File: config.mk
export PLATFORM = sky130hd
export DESIGN_NAME = uart_rx_sequencer
export DESIGN_NICKNAME = d
export VERILOG_FILES = /design/src/rtl/uart_pkg.sv /design/src/rtl/uart_rx_sync.sv /design/src/rtl/uart_rx_sequencer.sv
export SDC_FILE = /design/constraint.sdc
export NUM_CORES = 1
export LEC_CHECK = 0
export CORE_UTILIZATION = 58
export CTS_CLUSTER_SIZE = 14
export DETAILED_ROUTE_END_ITERATION = 8
export HOLD_SLACK_MARGIN = 0.03
export PLACE_DENSITY = 0.83
export SYNTH_ARGS = -nofsm -noshare
export SYNTH_HDL_FRONTEND = slang
export SYNTH_SLANG_ARGS = --single-unit
File: constraint.sdc
create_clock -name clock -period 2.6 [get_ports clock]
set_clock_uncertainty 0.15 [all_clocks]
set_input_delay 0.52 -clock clock [delete_from_list [all_inputs] [get_ports clock]]
set_output_delay 0.52 -clock clock [all_outputs]
set_load 0.05 [all_outputs]
File: src/rtl/uart_pkg.sv
// Shared UART definitions: RX sequencer states, oversample default, baud-select codes.
// No logic; imported by the RX sequencer and by TX-side control.
// Baud-select codes are decoded by the baud generator, not here.
package uart_pkg;

    typedef enum logic [2:0] {
        IDLE   = 3'd0,
        START  = 3'd1,
        DATA   = 3'd2,
        PARITY = 3'd3,
        STOP   = 3'd4,
        BREAK  = 3'd5
    } rx_state_e;

    localparam int RX_OVERSAMPLE = 16;

    localparam logic [1:0] BAUD_SEL_9600   = 2'd0;
    localparam logic [1:0] BAUD_SEL_19200  = 2'd1;
    localparam logic [1:0] BAUD_SEL_57600  = 2'd2;
    localparam logic [1:0] BAUD_SEL_115200 = 2'd3;

endpackage

File: src/rtl/uart_rx_sync.sv
// Two-flop synchronizer for the async RX line plus falling-edge detector.
// Latency: rx_s lags rx_in by 2 cycles; rx_fall is a 1-cycle pulse. No backpressure.
module uart_rx_sync (
    input  logic clock,
    input  logic reset,
    input  logic rx_in,
    output logic rx_s,
    output logic rx_fall
);

    logic meta_q;
    logic sync_q;
    logic prev_q;

    // Reset to the idle-high level so leaving reset never looks like a start edge.
    always_ff @(posedge clock) begin
        if (reset) begin
            meta_q <= 1'b1;
            sync_q <= 1'b1;
            prev_q <= 1'b1;
        end else begin
            meta_q <= rx_in;
            sync_q <= meta_q;
            prev_q <= sync_q;
        end
    end

    assign rx_s    = sync_q;
    assign rx_fall = prev_q & ~sync_q;

endmodule

File: src/rtl/uart_rx_sequencer.sv
// UART RX frame controller: gates the baud generator, samples mid-bit, deserializes LSB first.
// Latency: byte lands in the holding register 1 cycle after the stop-bit sample.
// Backpressure: rx_valid/rx_ready holding register; an unread byte is overwritten and flagged overrun_err. Parity via UART_RX_PARITY_EN.
module uart_rx_sequencer
    import uart_pkg::*;
#(
    parameter int DATA_BITS  = 8,
    parameter int OVERSAMPLE = RX_OVERSAMPLE
) (
    input  logic                 clock,
    input  logic                 reset,
    input  logic                 baud_tick,
    input  logic                 rx_in,
    input  logic                 parity_odd,
    output logic                 baud_run,
    output logic                 busy,
    output logic [DATA_BITS-1:0] rx_data,
    output logic                 rx_valid,
    input  logic                 rx_ready,
    output logic                 framing_err,
    output logic                 parity_err,
    output logic                 overrun_err
);

    localparam int TICK_W = $clog2(OVERSAMPLE);
    localparam int BIT_W  = $clog2(DATA_BITS + 1);
    localparam logic [TICK_W-1:0] MID_TICK = TICK_W'(OVERSAMPLE / 2 - 1);
    localparam logic [TICK_W-1:0] END_TICK = TICK_W'(OVERSAMPLE - 1);
    localparam logic [BIT_W-1:0]  LAST_BIT = BIT_W'(DATA_BITS - 1);

    logic rx_s;
    logic rx_fall;

    uart_rx_sync u_sync (
        .clock   (clock),
        .reset   (reset),
        .rx_in   (rx_in),
        .rx_s    (rx_s),
        .rx_fall (rx_fall)
    );

    rx_state_e            state_q, state_d;
    logic [TICK_W-1:0]    tick_cnt_q, tick_cnt_d;
    logic [BIT_W-1:0]     bit_cnt_q, bit_cnt_d;
    logic [DATA_BITS-1:0] shift_q, shift_d;
    logic                 stop_bit_q, stop_bit_d;
    logic                 load_q, load_d;
    logic [DATA_BITS-1:0] rx_data_q, rx_data_d;
    logic                 rx_valid_q, rx_valid_d;
    logic                 framing_q, framing_d;
    logic                 overrun_q, overrun_d;
    logic                 counting;
    logic                 end_tick;

`ifdef UART_RX_PARITY_EN
    logic par_frame_q, par_frame_d;
    logic parity_q, parity_d;
`else
    logic unused_parity_odd;
    assign unused_parity_odd = parity_odd;
`endif

    assign counting = state_q inside {START, DATA, PARITY, STOP};
    assign end_tick = baud_tick && (tick_cnt_q == END_TICK);

    always_comb begin
        state_d    = state_q;
        tick_cnt_d = tick_cnt_q;
        bit_cnt_d  = bit_cnt_q;
        shift_d    = shift_q;
        stop_bit_d = stop_bit_q;
        load_d     = 1'b0;
`ifdef UART_RX_PARITY_EN
        par_frame_d = par_frame_q;
`endif

        if (counting && baud_tick) begin
            tick_cnt_d = tick_cnt_q + 1'b1;
        end

        case (state_q)
            IDLE: begin
                if (rx_fall) begin
                    state_d = START;
                end
            end
            START: begin
                if (baud_tick && (tick_cnt_q == MID_TICK)) begin
                    state_d = rx_s ? IDLE : DATA;
                end
            end
            DATA: begin
                if (end_tick) begin
                    shift_d   = {rx_s, shift_q[DATA_BITS-1:1]};
                    bit_cnt_d = bit_cnt_q + 1'b1;
                    if (bit_cnt_q == LAST_BIT) begin
`ifdef UART_RX_PARITY_EN
                        state_d = PARITY;
`else
                        state_d = STOP;
`endif
                    end
                end
            end
            PARITY: begin
                if (end_tick) begin
`ifdef UART_RX_PARITY_EN
                    par_frame_d = ^shift_q ^ rx_s ^ parity_odd;
`endif
                    state_d = STOP;
                end
            end
            STOP: begin
                if (end_tick) begin
                    stop_bit_d = rx_s;
                    load_d     = 1'b1;
                    state_d    = rx_s ? IDLE : BREAK;
                end
            end
            BREAK: begin
                // Held-low line must return high before another start edge counts.
                if (rx_s) begin
                    state_d = IDLE;
                end
            end
            default: state_d = IDLE;
        endcase

        if (state_d != state_q) begin
            tick_cnt_d = '0;
            bit_cnt_d  = '0;
        end
    end

    always_comb begin
        rx_data_d  = rx_data_q;
        rx_valid_d = rx_valid_q;
        framing_d  = framing_q;
        overrun_d  = overrun_q;
`ifdef UART_RX_PARITY_EN
        parity_d   = parity_q;
`endif

        if (rx_valid_q && rx_ready) begin
            rx_valid_d = 1'b0;
        end

        // A load wins over a same-cycle accept; the accepted byte is not an overrun.
        if (load_q) begin
            rx_data_d  = shift_q;
            rx_valid_d = 1'b1;
            framing_d  = ~stop_bit_q;
            overrun_d  = rx_valid_q & ~rx_ready;
`ifdef UART_RX_PARITY_EN
            parity_d   = par_frame_q;
`endif
        end
    end

    always_ff @(posedge clock) begin
        if (reset) begin
            state_q    <= IDLE;
            tick_cnt_q <= '0;
            bit_cnt_q  <= '0;
            shift_q    <= '0;
            stop_bit_q <= 1'b1;
            load_q     <= 1'b0;
            rx_data_q  <= '0;
            rx_valid_q <= 1'b0;
            framing_q  <= 1'b0;
            overrun_q  <= 1'b0;
`ifdef UART_RX_PARITY_EN
            par_frame_q <= 1'b0;
            parity_q    <= 1'b0;
`endif
        end else begin
            state_q    <= state_d;
            tick_cnt_q <= tick_cnt_d;
            bit_cnt_q  <= bit_cnt_d;
            shift_q    <= shift_d;
            stop_bit_q <= stop_bit_d;
            load_q     <= load_d;
            rx_data_q  <= rx_data_d;
            rx_valid_q <= rx_valid_d;
            framing_q  <= framing_d;
            overrun_q  <= overrun_d;
`ifdef UART_RX_PARITY_EN
            par_frame_q <= par_frame_d;
            parity_q    <= parity_d;
`endif
        end
    end

    assign baud_run    = counting;
    assign busy        = (state_q != IDLE);
    assign rx_data     = rx_data_q;
    assign rx_valid    = rx_valid_q;
    assign framing_err = framing_q;
    assign overrun_err = overrun_q;
`ifdef UART_RX_PARITY_EN
    assign parity_err  = parity_q;
`else
    assign parity_err  = 1'b0;
`endif

endmodule

==> results of run 1 <==
[metal layers]
| metal | vias up | wire length, µm |
|---|---|---|
| met5 | - | 0 |
| met4 | 0 | 51 |
| met3 | 7 | 119 |
| met2 | 16 | 1350 |
| met1 | 585 | 1400 |
| li1 | 613 | - |
[power by group through the flow]
stage | Clock [mW] | Combinational (mW) | Sequential, mW
3_5_place_dp | 0 | 0.0513 | 0.558
3_3_place_gp | 0 | 0.0495 | 0.558
5_1_grt | 0.314 | 0.0549 | 0.547
4_1_cts | 0.289 | 0.0514 | 0.546
2_1_floorplan | 0 | 0.0397 | 0.555
6_report | 0.282 | 0.0512 | 0.545
[stage by stage]
stage | util, % | hold slack, ps | cell area (µm²) | setup WS [ps] | power [mW]
floorplan | - | 239 | 1630 | 586 | 0.595
global placement | 68.9 | 252 | 1770 | 263 | 0.607
detailed placement | 68.9 | 251 | 1770 | 184 | 0.609
CTS | 71.0 | 291 | 1820 | 203 | 0.886
global route | 71.0 | 324 | 1820 | 129 | 0.916
finish | 71.0 | 281 | 1820 | 204 | 0.879
[how the worst max path moves through the flow]
stage                          startpoint                   endpoint  slack, ps
floorplan           state_q[0]$_SDFF_PP0_                   baud_run        590
CTS                 state_q[2]$_SDFF_PP0_                   baud_run        200
detailed placement              baud_tick  bit_cnt_q[3]$_SDFFE_PP0P_        180
finish              state_q[2]$_SDFF_PP0_                   baud_run        200
global route        state_q[2]$_SDFF_PP0_                   baud_run        130
global placement                baud_tick  bit_cnt_q[0]$_SDFFE_PP0P_        260
[cell families after synthesis]
kind of cell,after synthesis,share of synthesized area (%)
simple gates,70,24.5
flops,35,43.1
compound gates,27,13.5
buf+inv,13,6.54
mux,11,6.77
xor+xnor,7,3.77
fa+ha+maj,2,1.54
other cells,1,0.231
[cell type report]
class / count / area, µm²
Clock buffer: 5 / 37.5
Multi-Input combinational cell: 118 / 820
Tap cell: 30 / 37.5
Sequential cell: 35 / 701
Timing Repair Buffer: 21 / 208
Inverter: 1 / 3.75
Clock inverter: 3 / 15.0
Fill cell: 191 / 746
[worst reg2reg max path, stage by stage, from the launching register on]
cell and delay (ps):
dfxtp_1 380, ha_1 200, and4_1 480, nand3_2 160, a32oi_4 390, nor3_1 100
[placed cells by master (no fill, tap or decap), types with 2 or more instances in the layout]
cell type,netlist,routed
a21o_1,2,2
nand3_1,14,14
or2_2,3,3
xor2_1,6,6
clkdlybuf4s50_1,0,15
and4_1,2,2
nor3b_1,2,2
clkinv_2,0,3
a211oi_1,2,2
nand3_2,2,2
or2_1,2,2
buf_4,1,5
ha_1,2,2
nor2_1,14,14
clkbuf_4,0,5
o21ai_0,3,3
a21oi_1,12,12
mux2i_1,11,11
dfxtp_1,35,35
nor3_1,7,7
nand2_1,9,9
[flip-flops by register name (all words and copies together) (netlist names)]
register,cells
u_sync.prev_q,1
stop_bit_q,1
load_q,1
overrun_err,1
state_q,3
tick_cnt_q,4
u_sync.meta_q,1
shift_q,8
u_sync.rx_s,1
framing_err,1
rx_valid,1
bit_cnt_q,4
rx_data,8
==> impl_metrics.env, run 1 <==
export IMPL_vias=1221
export IMPL_dp_cells=205
export IMPL_grt_max_degree=20
export IMPL_worst_setup_path_start_kind="register"
export IMPL_yosys_area_top_type="dfxtp_1"
export IMPL_port_buffers=17
export IMPL_clock_latency_ps=340
export IMPL_drtPass1Iterations=4
export IMPL_ys_types=48
export IMPL_hold_class="reg2reg"
export IMPL_rows=18
export IMPL_path_depth=3
export IMPL_r2r_start="tick_cnt_q[0]$_SDFFE_PP0P_"
export IMPL_syn_area_um2=1630
export IMPL_n_antenna_cell=0
export IMPL_fin_crit_ps=2400
export IMPL_wl_per_cell_um=13.7
export IMPL_cts_tree="built"
export IMPL_leakage_nw=0.654
export IMPL_gp_congestion=0.790
export IMPL_avgSynthCellArea_um2=9.80
export IMPL_first_global_vias=1060
export IMPL_grt_use_met1_pct=25.5
export IMPL_grt_busiest_layer="met2"
export IMPL_cts_resized=0
export IMPL_clock_root_buffer="clkbuf_4"
export IMPL_final_net_count=190
export IMPL_dp_hpwl_um=2030
export IMPL_yosysWarnings=0
export IMPL_critical_path_slowest_cell="or3_1"
export IMPL_p_int_mw=0.661
export IMPL_ff2ff_path_depth=5
export IMPL_synthArstFlopShare_pct=0
export IMPL_drv_slew=0
export IMPL_max_freq_ghz=0.417
export IMPL_core_area_um2=2570
export IMPL_min_from="u_sync.meta_q$_SDFF_PP1_"
export IMPL_p_seq_share_pct=62.1
export IMPL_fin_crit_sh_pct=92.2
export IMPL_stdcell_count=213
export IMPL_clock_sinks=35
export IMPL_antenna_found_initial=0
export IMPL_r2r_end="bit_cnt_q[3]$_SDFFE_PP0P_"
export IMPL_die_area_um2=3020
export IMPL_worstPathArrival_ps=1730
export IMPL_met2_usage_pct=34.7
export IMPL_synth_top_area_share_pct=43.1
export IMPL_synth_common_cells="dfxtp_1, nand3_1, nor2_1"
export IMPL_worst_slew_pin_slew_ps=626
export IMPL_cp_top_family="simple AND/OR/NAND/NOR gates"
export IMPL_fp_dieW_um=55.0
export IMPL_hold_depth=1
export IMPL_slew_headroom_pct=58.2
export IMPL_grt_overflow_total=0
export IMPL_numCtsBuffers=5
export IMPL_drc=0
export IMPL_synth_cells=166
export IMPL_ant_nets=0
export IMPL_cp_required_ps=1930
export IMPL_pwr_share_clk_pct=32.1
export IMPL_synth_most_common_cell="dfxtp_1"
export IMPL_area_growth_pct=12.0
export IMPL_rrSetupSlack_ps=630
export IMPL_swShare_pct=24.8
export IMPL_p_switching_mw=0.218
export IMPL_min_to="u_sync.rx_s$_SDFF_PP1_"
export IMPL_met3_usage_pct=5.74
export IMPL_viasPerCell=5.73
export IMPL_drtIter0Drc=25
export IMPL_clockBufferDepth=2
export IMPL_ir_drop_mv=0.488
export IMPL_syn_num_nets=174
export IMPL_combPwrFrac_pct=5.8
export IMPL_postCtsSetupRepairBufs=0
export IMPL_clk_pin_slew_ps=100
export IMPL_cellPowerDensity_nw_per_um2=482
export IMPL_cp_num_buf_inv=1
export IMPL_initial_core_util_pct=63.4
export IMPL_critPathKind="reg2out"
export IMPL_synth_area_leaders="dfxtp_1, mux2i_1, nand3_1"
export IMPL_setup_tns_ps=0
export IMPL_synthFlopType="dfxtp_1"
export IMPL_synth_edf_count=0
export IMPL_grt_pass1_wl_um=4490
export IMPL_grtUsageTotal_pct=21.5
export IMPL_slowest_delay_ps=530
export IMPL_status="finished, final reports clean"
export IMPL_cts_htree_levels=2
export IMPL_ys_ff_latch=35
export IMPL_layout_drive_gt1_share_pct=18.0
export IMPL_fp_dieH_um=55.0
export IMPL_hold_viol_final=0
export IMPL_crit_chain="or3_1 -> and2_1 -> buf_12"
export IMPL_io_pins=20
export IMPL_crit_path_max_fanout=15
export IMPL_setup_viol_count_final=0
export IMPL_wl_um=2910
export IMPL_drv_cap=0
export IMPL_postCtsHoldBufs=0
export IMPL_endpoint_kind="output pin"
export IMPL_grt_setup_unrepaired="no"
export IMPL_synth_seq_area_share_pct=43.1
No activity file was read; power rests on OpenSTA's default activity.
==> run 2, diff against run 1 <==
--- a/config.mk
+++ b/config.mk
@@ -5,11 +5,13 @@
 export SDC_FILE = /design/constraint.sdc
 export NUM_CORES = 1
 export LEC_CHECK = 0
+export ABC_CLOCK_PERIOD_IN_PS = 2600
 export CORE_UTILIZATION = 58
 export CTS_CLUSTER_SIZE = 14
 export DETAILED_ROUTE_END_ITERATION = 8
 export HOLD_SLACK_MARGIN = 0.03
 export PLACE_DENSITY = 0.83
+export SETUP_SLACK_MARGIN = 0.15
 export SYNTH_ARGS = -nofsm -noshare
 export SYNTH_HDL_FRONTEND = slang
 export SYNTH_SLANG_ARGS = --single-unit
==> run 2 against run 1 <==
  * Sequential power is essentially flat
  * Clock-buffer cell count did not move
  * Combinational power about the same
  * First-iteration DRC count stayed put
  * Worst hold slack lost 1.3 ps
  * Sequential cell count unchanged
  * Maximum frequency grew 3.7%
  * Largest power group unchanged
==> impl_metrics.env, run 2 (same netlist as run 1, synthesis figures left out) <==
export IMPL_endpoint_kind="output pin"
export IMPL_clock_latency_ps=340
export IMPL_met2_usage_pct=34.7
export IMPL_viasPerCell=5.75
export IMPL_port_buffers=17
export IMPL_final_util_pct=71.1
export IMPL_layout_common_cells="dfxtp_1, clkdlybuf4s50_1, nand3_1, nor2_1, a21oi_1"
export IMPL_drtIter0Drc=25
export IMPL_layout_drive_gt1_share_pct=19.1
export IMPL_ant_nets=0
export IMPL_grt_pass1_wl_um=4490
export IMPL_swShare_pct=24.8
export IMPL_clockBufferDepth=2
export IMPL_numCtsBuffers=5
export IMPL_p_switching_mw=0.218
export IMPL_critPathKind="reg2out"
export IMPL_core_area_um2=2570
export IMPL_p_seq_share_pct=62.1
export IMPL_cts_tree="built"
export IMPL_fillers=192
export IMPL_vias=1225
export IMPL_die_area_um2=3020
export IMPL_pwr_share_clk_pct=32.1
export IMPL_worst_setup_path_start_kind="register"
export IMPL_cp_required_ps=1930
export IMPL_cellPowerDensity_nw_per_um2=482
export IMPL_layout_commonest_cell="dfxtp_1"
export IMPL_grt_max_degree=20
export IMPL_grtUsageTotal_pct=21.5
export IMPL_leakage_nw=0.655
export IMPL_power_mw=0.879
export IMPL_drv_cap=0
export IMPL_worstPathArrival_ps=1640
export IMPL_grt_use_met1_pct=25.5
export IMPL_wl_um=2910
export IMPL_fin_crit_ps=2310
export IMPL_r2r_end="bit_cnt_q[3]$_SDFFE_PP0P_"
export IMPL_ff2ff_path_depth=5
export IMPL_status="finished, final reports clean"
export IMPL_rows=18
export IMPL_drc=0
export IMPL_clock_root_buffer="clkbuf_4"
export IMPL_min_to="u_sync.rx_s$_SDFF_PP1_"
export IMPL_io_pins=20
export IMPL_hold_ws_ps=279
export IMPL_gp_congestion=0.790
export IMPL_min_from="u_sync.meta_q$_SDFF_PP1_"
export IMPL_max_freq_ghz=0.433
export IMPL_n_antenna_cell=0
export IMPL_drtPass1Iterations=4
export IMPL_hold_class="reg2reg"
export IMPL_slew_headroom_pct=58.7
export IMPL_final_net_count=190
export IMPL_hold_depth=1
export IMPL_worst_slew_pin_slew_ps=619
export IMPL_dp_hpwl_um=2030
export IMPL_fp_dieH_um=55.0
export IMPL_crit_path_max_fanout=11
export IMPL_antenna_found_initial=0
export IMPL_grt_setup_unrepaired="no"
export IMPL_first_global_vias=1060
export IMPL_r2r_start="tick_cnt_q[0]$_SDFFE_PP0P_"
export IMPL_initial_core_util_pct=63.4
export IMPL_setup_tns_ps=0
export IMPL_grt_overflow_total=0
export IMPL_met3_usage_pct=5.74
export IMPL_combPwrFrac_pct=5.8
export IMPL_hold_viol_final=0
export IMPL_clk_pin_slew_ps=100
export IMPL_grt_busiest_layer="met2"
export IMPL_wl_per_cell_um=13.6
export IMPL_setup_viol_count_final=0
export IMPL_p_int_mw=0.661
export IMPL_ir_drop_mv=0.488
export IMPL_drv_slew=0
export IMPL_fp_dieW_um=55.0
export IMPL_cts_htree_levels=2
export IMPL_clock_sinks=35
export IMPL_fin_crit_sh_pct=88.8
export IMPL_area_growth_pct=12.2
export IMPL_rrSetupSlack_ps=630
## run 2: final cells by class
class	instances	area (µm²)	share of cell area [%]
Multi-Input combinational cell	118	820	44.9
Sequential cell	35	703	38.5
Timing Repair Buffer	21	208	11.4
Clock buffer	5	37.5	2.06
Tap cell	30	37.5	2.06
Clock inverter	3	15.0	0.823
Inverter	1	3.75	0.206
## run 2: timing repair
action                                  CTS  global route
hold buffers                              0             0
buffers inserted                          0             0
endpoints found under the setup margin    0             1
resized for setup                         0             2
## run 2: how the worst max path moves through the flow
stage,startpoint,end,slack (ps),cells past startpoint
floorplan,state_q[0]$_SDFF_PP0_,baud_run,590,3
global placement,baud_tick,bit_cnt_q[0]$_SDFFE_PP0P_,260,5
detailed placement,baud_tick,bit_cnt_q[3]$_SDFFE_PP0P_,180,5
CTS,state_q[2]$_SDFF_PP0_,baud_run,200,3
global route,state_q[1]$_SDFF_PP0_,baud_run,220,3
finish,state_q[1]$_SDFF_PP0_,baud_run,290,3
## run 2: power groups by stage
stage | registers [mW] | logic (mW) | clock network (mW)
floorplan | 0.555 | 0.0397 | 0
global placement | 0.558 | 0.0495 | 0
detailed placement | 0.558 | 0.0513 | 0
CTS | 0.546 | 0.0514 | 0.289
global route | 0.547 | 0.0549 | 0.314
finish | 0.546 | 0.0511 | 0.283
## run 2: metrics by stage
| step | area, µm² | instances | setup WS, ps |
|---|---|---|---|
| after floorplan | 1630 | 166 | 586 |
| after detailed placement | 1770 | 205 | 184 |
| after CTS | 1820 | 213 | 203 |
| final | 1820 | 213 | 290 |
| after global routing | 1820 | 213 | 218 |
| after global placement | 1770 | 205 | 263 |
## run 2: worst max-delay path, stage by stage (launching register included)
cell and delay [ps]:
dfxtp_1 460, or3_1 490, and2_1 200, buf_12 150
## run 2: layer usage
metal	up-vias	wire, µm
met3	7	123
li1	612	-
met5	-	0
met4	0	51
met2	19	1360
met1	587	1370
